`config.mk`:
```
export PLATFORM = sky130hd
export DESIGN_NAME = axis_reset_drain_responder
export DESIGN_NICKNAME = d
export VERILOG_FILES = /design/src/rtl/axis_reset_drain_responder.sv
export SDC_FILE = /design/constraint.sdc
export NUM_CORES = 1
export LEC_CHECK = 0
export ABC_CLOCK_PERIOD_IN_PS = 4450
export CAP_MARGIN = 20
export CELL_PAD_IN_SITES_DETAIL_PLACEMENT = 0
export CELL_PAD_IN_SITES_GLOBAL_PLACEMENT = 2
export CORE_MARGIN = 1.5
export CORE_UTILIZATION = 15
export CTS_CLUSTER_DIAMETER = 120
export CTS_CLUSTER_SIZE = 25
export DETAILED_ROUTE_END_ITERATION = 12
export PLACE_DENSITY_LB_ADDON = 0.25
export SETUP_SLACK_MARGIN = 0.2
export SLEW_MARGIN = 10
export SYNTH_ARGS = -nofsm -noshare
export SYNTH_HDL_FRONTEND = slang
export SYNTH_SLANG_ARGS = --single-unit
```
`constraint.sdc`:
```
create_clock -name aclk -period 4.45 [get_ports aclk]
set_clock_uncertainty 0.05 [all_clocks]
set_input_delay 1.335 -clock aclk [delete_from_list [all_inputs] [get_ports aclk]]
set_output_delay 1.335 -clock aclk [all_outputs]
set_load 0.02 [all_outputs]
```
`src/rtl/axis_reset_drain_responder.sv`:
```
// Inline AXI4-Stream reset-drain responder: finishes the in-flight packet, holds a local reset, then acknowledges.
// Optional drain timeout is compiled in with `define RST_DRAIN_TIMEOUT_EN.
module axis_reset_drain_responder #(
  parameter int DATA_WIDTH     = 32,
  parameter int HOLD_CYCLES    = 16,
  parameter int TIMEOUT_CYCLES = 1024
) (
  input  logic                  aclk,
  input  logic                  aresetn,
  input  logic                  rst_req,
  output logic                  rst_ack,
  output logic                  local_aresetn,
  output logic                  drain_timeout,
  input  logic [DATA_WIDTH-1:0] s_axis_tdata,
  input  logic                  s_axis_tvalid,
  output logic                  s_axis_tready,
  input  logic                  s_axis_tlast,
  output logic [DATA_WIDTH-1:0] m_axis_tdata,
  output logic                  m_axis_tvalid,
  input  logic                  m_axis_tready,
  output logic                  m_axis_tlast
);

  typedef enum logic [2:0] {
    ST_RUN,
    ST_DRAIN,
    ST_HOLD,
    ST_ACK,
    ST_RELEASE
  } state_t;

  localparam int                HOLD_W    = $clog2(HOLD_CYCLES + 1);
  localparam logic [HOLD_W-1:0] HOLD_LAST = HOLD_W'(HOLD_CYCLES - 1);

  if (HOLD_CYCLES < 1 || TIMEOUT_CYCLES < 2) begin : g_param_check
    $error("axis_reset_drain_responder: HOLD_CYCLES must be >= 1 and TIMEOUT_CYCLES >= 2");
  end

  state_t            state;
  state_t            state_next;
  logic              in_pkt;
  logic              in_pkt_next;
  logic              pass;
  logic              beat_accept;
  logic              hold_done;
  logic              timeout_hit;
  logic [HOLD_W-1:0] hold_cnt;

  // Datapath is a wire; only the handshake is gated.
  assign m_axis_tdata  = s_axis_tdata;
  assign m_axis_tlast  = s_axis_tlast;
  assign m_axis_tvalid = s_axis_tvalid & pass;
  assign s_axis_tready = m_axis_tready & pass;

  assign beat_accept = s_axis_tvalid & m_axis_tready & pass;
  assign in_pkt_next = beat_accept ? ~s_axis_tlast : in_pkt;
  assign hold_done   = (hold_cnt == HOLD_LAST);

  // State register and the state-tracking local reset.
  always_ff @(posedge aclk or negedge aresetn) begin
    if (!aresetn) begin
      state         <= ST_RUN;
      in_pkt        <= 1'b0;
      hold_cnt      <= '0;
      local_aresetn <= 1'b0;
    end else begin
      // NOTE: non-blocking assignments so every register samples the pre-edge values.
      state         <= state_next;
      in_pkt        <= (state_next == ST_HOLD) ? 1'b0 : in_pkt_next;
      hold_cnt      <= (state == ST_HOLD && !hold_done) ? hold_cnt + 1'b1 : '0;
      local_aresetn <= !(state_next == ST_HOLD || state_next == ST_ACK);
    end
  end

  // Next-state logic.
  always_comb begin
    // NOTE: default assignment first so no path leaves state_next unassigned (no latch).
    state_next = state;
    unique case (state)
      ST_RUN:     if (rst_req) state_next = ST_DRAIN;
      ST_DRAIN:   if (!in_pkt_next || timeout_hit) state_next = ST_HOLD;
      ST_HOLD:    if (hold_done) state_next = ST_ACK;
      ST_ACK:     if (!rst_req) state_next = ST_RELEASE;
      ST_RELEASE: state_next = ST_RUN;
      default:    state_next = ST_RUN;
    endcase
  end

  // Output decode; aresetn low forces the link closed even before the first edge.
  always_comb begin
    pass    = aresetn & ((state == ST_RUN) | ((state == ST_DRAIN) & in_pkt));
    rst_ack = (state == ST_ACK);
  end

`ifdef RST_DRAIN_TIMEOUT_EN
  localparam int                 DRAIN_W    = $clog2(TIMEOUT_CYCLES);
  localparam logic [DRAIN_W-1:0] DRAIN_LAST = DRAIN_W'(TIMEOUT_CYCLES - 1);

  logic [DRAIN_W-1:0] drain_cnt;
  logic               drain_timeout_q;

  // Only a drain that would otherwise continue counts as a forced termination.
  assign timeout_hit   = (state == ST_DRAIN) && in_pkt_next && (drain_cnt == DRAIN_LAST);
  assign drain_timeout = drain_timeout_q;

  always_ff @(posedge aclk or negedge aresetn) begin
    if (!aresetn) begin
      drain_cnt       <= '0;
      drain_timeout_q <= 1'b0;
    end else begin
      drain_cnt <= (state == ST_DRAIN) ? drain_cnt + 1'b1 : '0;
      if (timeout_hit) drain_timeout_q <= 1'b1;
    end
  end
`else
  assign timeout_hit   = 1'b0;
  assign drain_timeout = 1'b0;
`endif

endmodule

```
==> results of run 1 <==
==> metrics by stage <==
step,hold WS [ns],power (W)
after floorplan,0.381,0.000312
after global placement,0.412,0.000319
after detailed placement,0.413,0.000316
after CTS,0.419,0.000411
after global routing,0.442,0.000440
final,0.420,0.000402
==> state kept, by name, summed over array words and instances, names as in the netlist <==
name / cells
hold_cnt: 5
state: 3
in_pkt: 1
local_aresetn: 1
==> cells by family (layout without fill, tap and decap cells) <==
| family | count (synthesis) | after routing | share of synthesized area |
|---|---|---|---|
| buffers and inverters | 39 | 17 | 0.362 |
| other | 1 | 1 | 0.00480 |
| and+or+nand+nor | 24 | 24 | 0.189 |
| xor gates and xnor gates | 3 | 3 | 0.0336 |
| adders and majority gates | 2 | 2 | 0.0320 |
| DFF | 10 | 10 | 0.320 |
| AOI/OAI and AO/OA | 5 | 5 | 0.0592 |
==> synthesized netlist by cell type <==
cell type   n  area [sq um]
a21oi_1     1          5.00
a41oi_2     1          16.3
and3_1      3          18.8
and3b_1     1          8.76
and3b_2     1          10.0
buf_2       1          5.00
buf_4      34           255
buf_6       1          11.3
conb_1      1          3.75
dfrtp_1    10           250
ha_1        2          25.0
inv_1       3          11.3
nand2b_1    1          6.26
nand3_1     1          5.00
nand4_1     1          6.26
nor2_1      7          26.3
nor2b_1     1          6.26
nor3_1      3          15.0
nor3b_1     1          7.51
nor3b_2     1          12.5
nor4_2      1          12.5
o31a_1      1          8.76
o31ai_1     1          7.51
o32ai_1     1          8.76
or3_1       2          12.5
xnor2_1     2          17.5
xor2_1      1          8.76
==> how the worst max path moves through the flow <==
stage                        from       endpoint  slack (ns)
floorplan                 aresetn  m_axis_tvalid        1.48
global placement    s_axis_tvalid  m_axis_tvalid        0.46
detailed placement  s_axis_tvalid  m_axis_tvalid        0.45
CTS                 s_axis_tvalid  m_axis_tvalid        0.45
global route        m_axis_tready  s_axis_tready        0.40
finish              s_axis_tvalid  m_axis_tvalid        0.45
==> per-layer routing <==
layer,routed length (um),track usage,part of all wire
met1,504,0.0540,0.38
met2,596,0.0816,0.45
met3,204,0.0308,0.15
met4,19,0.0397,0.014
met5,0,0,0
==> power by group <==
group          total (W)  internal [W]  switching (W)
clock          0.0000902     0.0000589      0.0000313
combinational   0.000159     0.0000760      0.0000829
sequential      0.000153      0.000118      0.0000348
total           0.000402      0.000253       0.000149
==> final cells by class <==
class / count / share of cell area
sequential: 10 / 0.335
multi-input combinational: 35 / 0.333
timing repair buffer: 11 / 0.144
tap: 70 / 0.117
clock buffer: 3 / 0.0553
inverter: 3 / 0.0151
==> worst max-delay path, delay by kind of cell <==
kind | cells | cell delay (ns)
buffers and inverters | 2 | 1.11
AND/OR/NAND/NOR | 1 | 0.17
==> metrics.md, run 1 <==
| Metric | Value |
|---|---|
| Setup crit start kind | input port |
| TritonCTS Sinks | 10 |
| CTS Buf Count | 3 |
| R2R Setup Slk | 2.58 ns |
| Ratio of cells with drive above 1 in the final layout | 0.129 |
| Post-CTS Setup Inserts | 0 |
| Grt total ovfl | 0 |
| Max clock buf depth | 2 |
| Min-Delay Path Depth | 1 |
| Lkg Pwr | 0.301 nW |
| Hold worst-path end | hold_cnt[0] |
| Finished Layout Cells | 132 |
| # DRC | 0 |
| Post-Place Cell Area | 706 sq um |
| Syn Nets | 124 |
| Post-route cell area | 747 sq um |
| CTS tree | yes |
| Antenna Nets Post-Route | 0 |
| Chip height | 75.2 um |
| Reg2reg start | hold_cnt[0] |
| Finished Core Util | 0.147 |
| Die area | 5660 sq um |
| Tot GR Track Use | 0.0534 |
| DP Cell Count | 129 |
| Register area | 250 sq um |
| Port bufs | 10 |
| DRT Pass-1 Iters | 2 |
| CP Class | in -> out |
| DP Wirelength | 999 um |
| Tmin final | 4.00 ns |
| Slew Viols, Final | 0 |
| Multi-input gate area | 249 sq um |
| Final #Nets | 104 |
| First DRT Iteration DRCs | 15 |
| Pre-CTS setup slack | 0.449 ns |
| Max frequency | 0.250 GHz |
| Cts repair resizes | 0 |
| Layout area overhead | -4.48% |
| Final hold violations | 0 |
| Max_cap viols | 0 |
| Hold_buf cts | 0 |
| # IOs | 76 |
| Largest net degree at the start of global routing | 13 |
| Mean post-synth cell area | 9.31 sq um |
| Initial Utilization | 0.154 |
| WL final | 1.32 mm |
| Sequential fraction of the synthesis area | 0.320 |
| GP Congestion | 0.628 |
| Req. time, crit path | 3.06 ns |
| CTS root buf | clkbuf_8 |
| H-tree levels | 1 |
| Layout fillers | 584 |
| Status | finished, final reports clean |
| Vias | 437 |
| Power per cell area | 538 nW/um^2 |
| Ant. Diodes | 0 |
| Critical-path top delay cell | clkdlybuf4s50_1 |
| Slowest stage delay, CP | 0.60 ns |
| Critical Path End Type | output port |
| Final worst slack | 0.453 ns |
| Most frequent cells in the layout | 10 x dfrtp_1, 10 x clkdlybuf4s50_1, 7 x nor2_1 |
| Crit path arrival time | 2.61 ns |
| Cell area after synthesis | 782 sq um |
| Die extent in x | 75.2 um |
| Peak supply drop | 0.0941 mV |
| Library cells used by synthesis | 27 |
| Most used cell, CP | clkdlybuf4s50_1 |
| Post-route clock period utilization | 0.898 |
| Rows | 26 |
| Worst-path clk slew | 0.04 ns |
| Ys Warns | 0 |
| Crit-path cells | clkdlybuf4s50_1, and3_1, clkdlybuf4s50_1 |
| Reg-to-Reg End | in_pkt |
| Routed wire per std cell | 10.0 um |
| Vias in the first global route | 451 |
| Worst-skew pair later-pin latency | 0.23 ns |
| Cell count after synthesis | 84 |
| Hold crit path type | reg -> reg |
| Final setup viols | 0 |
| Fin Setup TNS | 0 ns |
| R2R cell count | 5 |
| Vias per std cell | 3.31 |
| Top fanout value on the critical path | 3 |
| First-pass GRT wire length | 2.17 mm |
| Core area | 5070 sq um |
| RSZ-0062 raised after global routing | no |
| Hold_sp | hold_cnt[0] |
| Initial antenna violation count | 0 |
| Post-synthesis register bit count | 10 |
Power figures use the tool's default switching activity.
==> inputs of run 2 (changes only) <==
CORE_MARGIN = default   (was 1.5)
SETUP_SLACK_MARGIN = 0.5   (was 0.2)
==> metrics.md, run 2 (synthesis results as in run 1) <==
| Metric | Value |
|---|---|
| Status | finished, final reports clean (unchanged) |
| Largest net degree at the start of global routing | 13 (unchanged) |
| Antenna Nets Post-Route | 0 (unchanged) |
| Flop pwr share | 0.385 (was 0.380) |
| DP Wirelength | 1.02 mm (was 999 um) |
| Tmin final | 3.83 ns (was 4.00 ns) |
| WL final | 1.35 mm (was 1.32 mm) |
| Largest register by flop count | hold_cnt (unchanged) |
| Switching Fraction | 0.369 (was 0.371) |
| Slowest stage delay, CP | 0.61 ns (was 0.60 ns) |
| DR top layer | met4 (unchanged) |
| Hold crit path type | reg -> reg (unchanged) |
| # IOs | 76 (unchanged) |
| Die extent in x | 74.2 um (was 75.2 um) |
| Power per cell area | 536 nW/um^2 (was 538 nW/um^2) |
| Routed wire per std cell | 10.5 um (was 10.0 um) |
| Most common cell after layout, fill and taps aside | dfrtp_1 |
| Finished Layout Cells | 129 (was 132) |
| Crit-path cells | clkdlybuf4s50_1, clkdlybuf4s50_1 (was clkdlybuf4s50_1, and3_1, clkdlybuf4s50_1) |
| Rows | 25 (was 26) |
| TritonCTS Sinks | 10 (unchanged) |
| Internal power | 0.000250 W (was 0.000253 W) |
| Port bufs | 10 (unchanged) |
| Ratio of cells with drive above 1 in the final layout | 0.129 (unchanged) |
| Total length of routed met2 wires | 602 um (was 596 um) |
| First DRT Iteration DRCs | 19 (was 15) |
| Comb pwr share | 0.390 (was 0.396) |
| Ant. Diodes | 0 (unchanged) |
| Layout area overhead | -5.28% (was -4.48%) |
| Grt total ovfl | 0 (unchanged) |
| Max reg flops | 5 (unchanged) |
| Pre-CTS setup slack | 0.459 ns (was 0.449 ns) |
| Net Switching | 0.000147 W (was 0.000149 W) |
| CP Class | in -> out (unchanged) |
| Max clock buf depth | 2 (unchanged) |
| DP Cell Count | 126 (was 129) |
| GP Congestion | 0.636 (was 0.628) |
| Worst-path clk slew | 0.04 ns (about the same) |
| Post-route clock period utilization | 0.860 (was 0.898) |
| Lkg Pwr | 0.309 nW (was 0.301 nW) |
| Core area | 4880 sq um (was 5070 sq um) |
| Slew Viols, Final | 0 (unchanged) |
| CTS Buf Count | 3 (unchanged) |
| Top fanout value on the critical path | 2 (was 3) |
| Delay-heaviest family, CP | buffers and inverters (unchanged) |
| Largest regs | hold_cnt: 5 flops, state: 3 flops (unchanged) |
| Initial antenna violation count | 0 (unchanged) |
| Req. time, crit path | 3.06 ns (about the same) |
| Final hold violations | 0 (unchanged) |
| Die area | 5510 sq um (was 5660 sq um) |
| H-tree levels | 1 (unchanged) |
| # DRC | 0 (unchanged) |
| Clock share of power | 0.225 (was 0.224) |
| Critical-path top delay cell | clkdlybuf4s50_1 (unchanged) |
| CTS tree | yes (unchanged) |
| Vias per std cell | 3.37 (was 3.31) |
| Max_cap viols | 0 (unchanged) |
| Tot GR Track Use | 0.0525 (was 0.0534) |
| Critical path buffer and inverter count | 2 (unchanged) |
| Most used cell, CP | clkdlybuf4s50_1 (unchanged) |
| Final #Nets | 104 (unchanged) |
| Final setup viols | 0 (unchanged) |
| Most frequent cells in the layout | 10 x dfrtp_1, 8 x clkdlybuf4s50_1, 7 x nor2_1 (was 10 x dfrtp_1, 10 x clkdlybuf4s50_1, 7 x nor2_1) |
| DRT Pass-1 Iters | 4 (was 2) |
| Setup crit start kind | input port (unchanged) |
| Finished Core Util | 0.152 (was 0.147) |
| Peak supply drop | 0.0929 mV (was 0.0941 mV) |
| Initial Utilization | 0.160 (was 0.154) |
| Max frequency | 0.261 GHz (was 0.250 GHz) |
| Hold_buf cts | 0 (unchanged) |
| CTS root buf | clkbuf_8 (unchanged) |
| First-pass GRT wire length | 2.09 mm (was 2.17 mm) |
| Worst-skew pair later-pin latency | 0.23 ns (about the same) |
| Critical Path End Type | output port (unchanged) |
| Vias in the first global route | 462 (was 451) |
| Chip height | 74.2 um (was 75.2 um) |
| Fin Setup TNS | 0 ns (unchanged) |
| Routed wl met3 | 210 um (was 204 um) |
| RSZ-0062 raised after global routing | no (unchanged) |
| Routed met1 length | 497 um (was 504 um) |
| Vias | 435 (was 437) |
| Final worst slack | 0.625 ns (was 0.453 ns) |
| Crit path arrival time | 2.44 ns (was 2.61 ns) |
run 2: changes by cell type in the layout (fill, tap and decap cells not counted):
cell,before,now
dlygate4sd2_1,0,2
clkdlybuf4s50_1,10,8
run 2: per-stage QoR:
step                      instance area, sq um  hold WS (ns)  total power [W]
after global routing                       741         0.433         0.000435
after CTS                                  741         0.423         0.000409
final                                      741         0.415         0.000397
after floorplan                            782         0.381         0.000312
after detailed placement                   702         0.417         0.000317
after global placement                     702         0.410         0.000318
run 2: path summary, 6_finish.rpt:
kind	start	endpoint	slack (ns)	cells after the start
setup / recovery	s_axis_tlast	m_axis_tlast	0.62	2
hold reg to reg	hold_cnt[0]	hold_cnt[0]	0.41	1
setup reg to reg	hold_cnt[0]	in_pkt	2.63	5
min in group asynchronous	aresetn	state[2]	1.41	2
hold / removal	hold_cnt[0]	hold_cnt[0]	0.41	1
max in group asynchronous	aresetn	hold_cnt[0]	2.78	2
run 2: routing by layer:
metal,GRT usage,vias up
met3,0.0312,10
met4,0.0470,0
met5,0,-
li1,-,199
met2,0.0808,26
met1,0.0492,200
run 2: what timing repair did:
action,in CTS,in global routing
setup endpoints to repair,2,0
hold endpoints to repair,0,0
buffers inserted,0,0
resized for setup,2,0
run 2: power groups by stage:
stage | combinational, W | clock [W] | sequential [W]
floorplan | 0.000169 | 0 | 0.000143
global placement | 0.000164 | 0 | 0.000154
detailed placement | 0.000162 | 0 | 0.000155
CTS | 0.000161 | 0.0000952 | 0.000153
global route | 0.000177 | 0.0000998 | 0.000158
finish | 0.000155 | 0.0000893 | 0.000153
run 2: layout make-up:
cell class / count / area (sq um)
Fill cell: 576 / 4140
Sequential cell: 10 / 250
Multi-Input combinational cell: 35 / 249
Timing Repair Buffer: 11 / 105
Tap cell: 67 / 83.8
Clock buffer: 3 / 41.3
Inverter: 3 / 11.3
run 2: worst reg2reg max path: cells and delay by family (launching register included):
family	cells	cell delay, ns
adders and majority gates	2	0.42
and+or+nand+nor	3	0.83
DFF	1	0.39
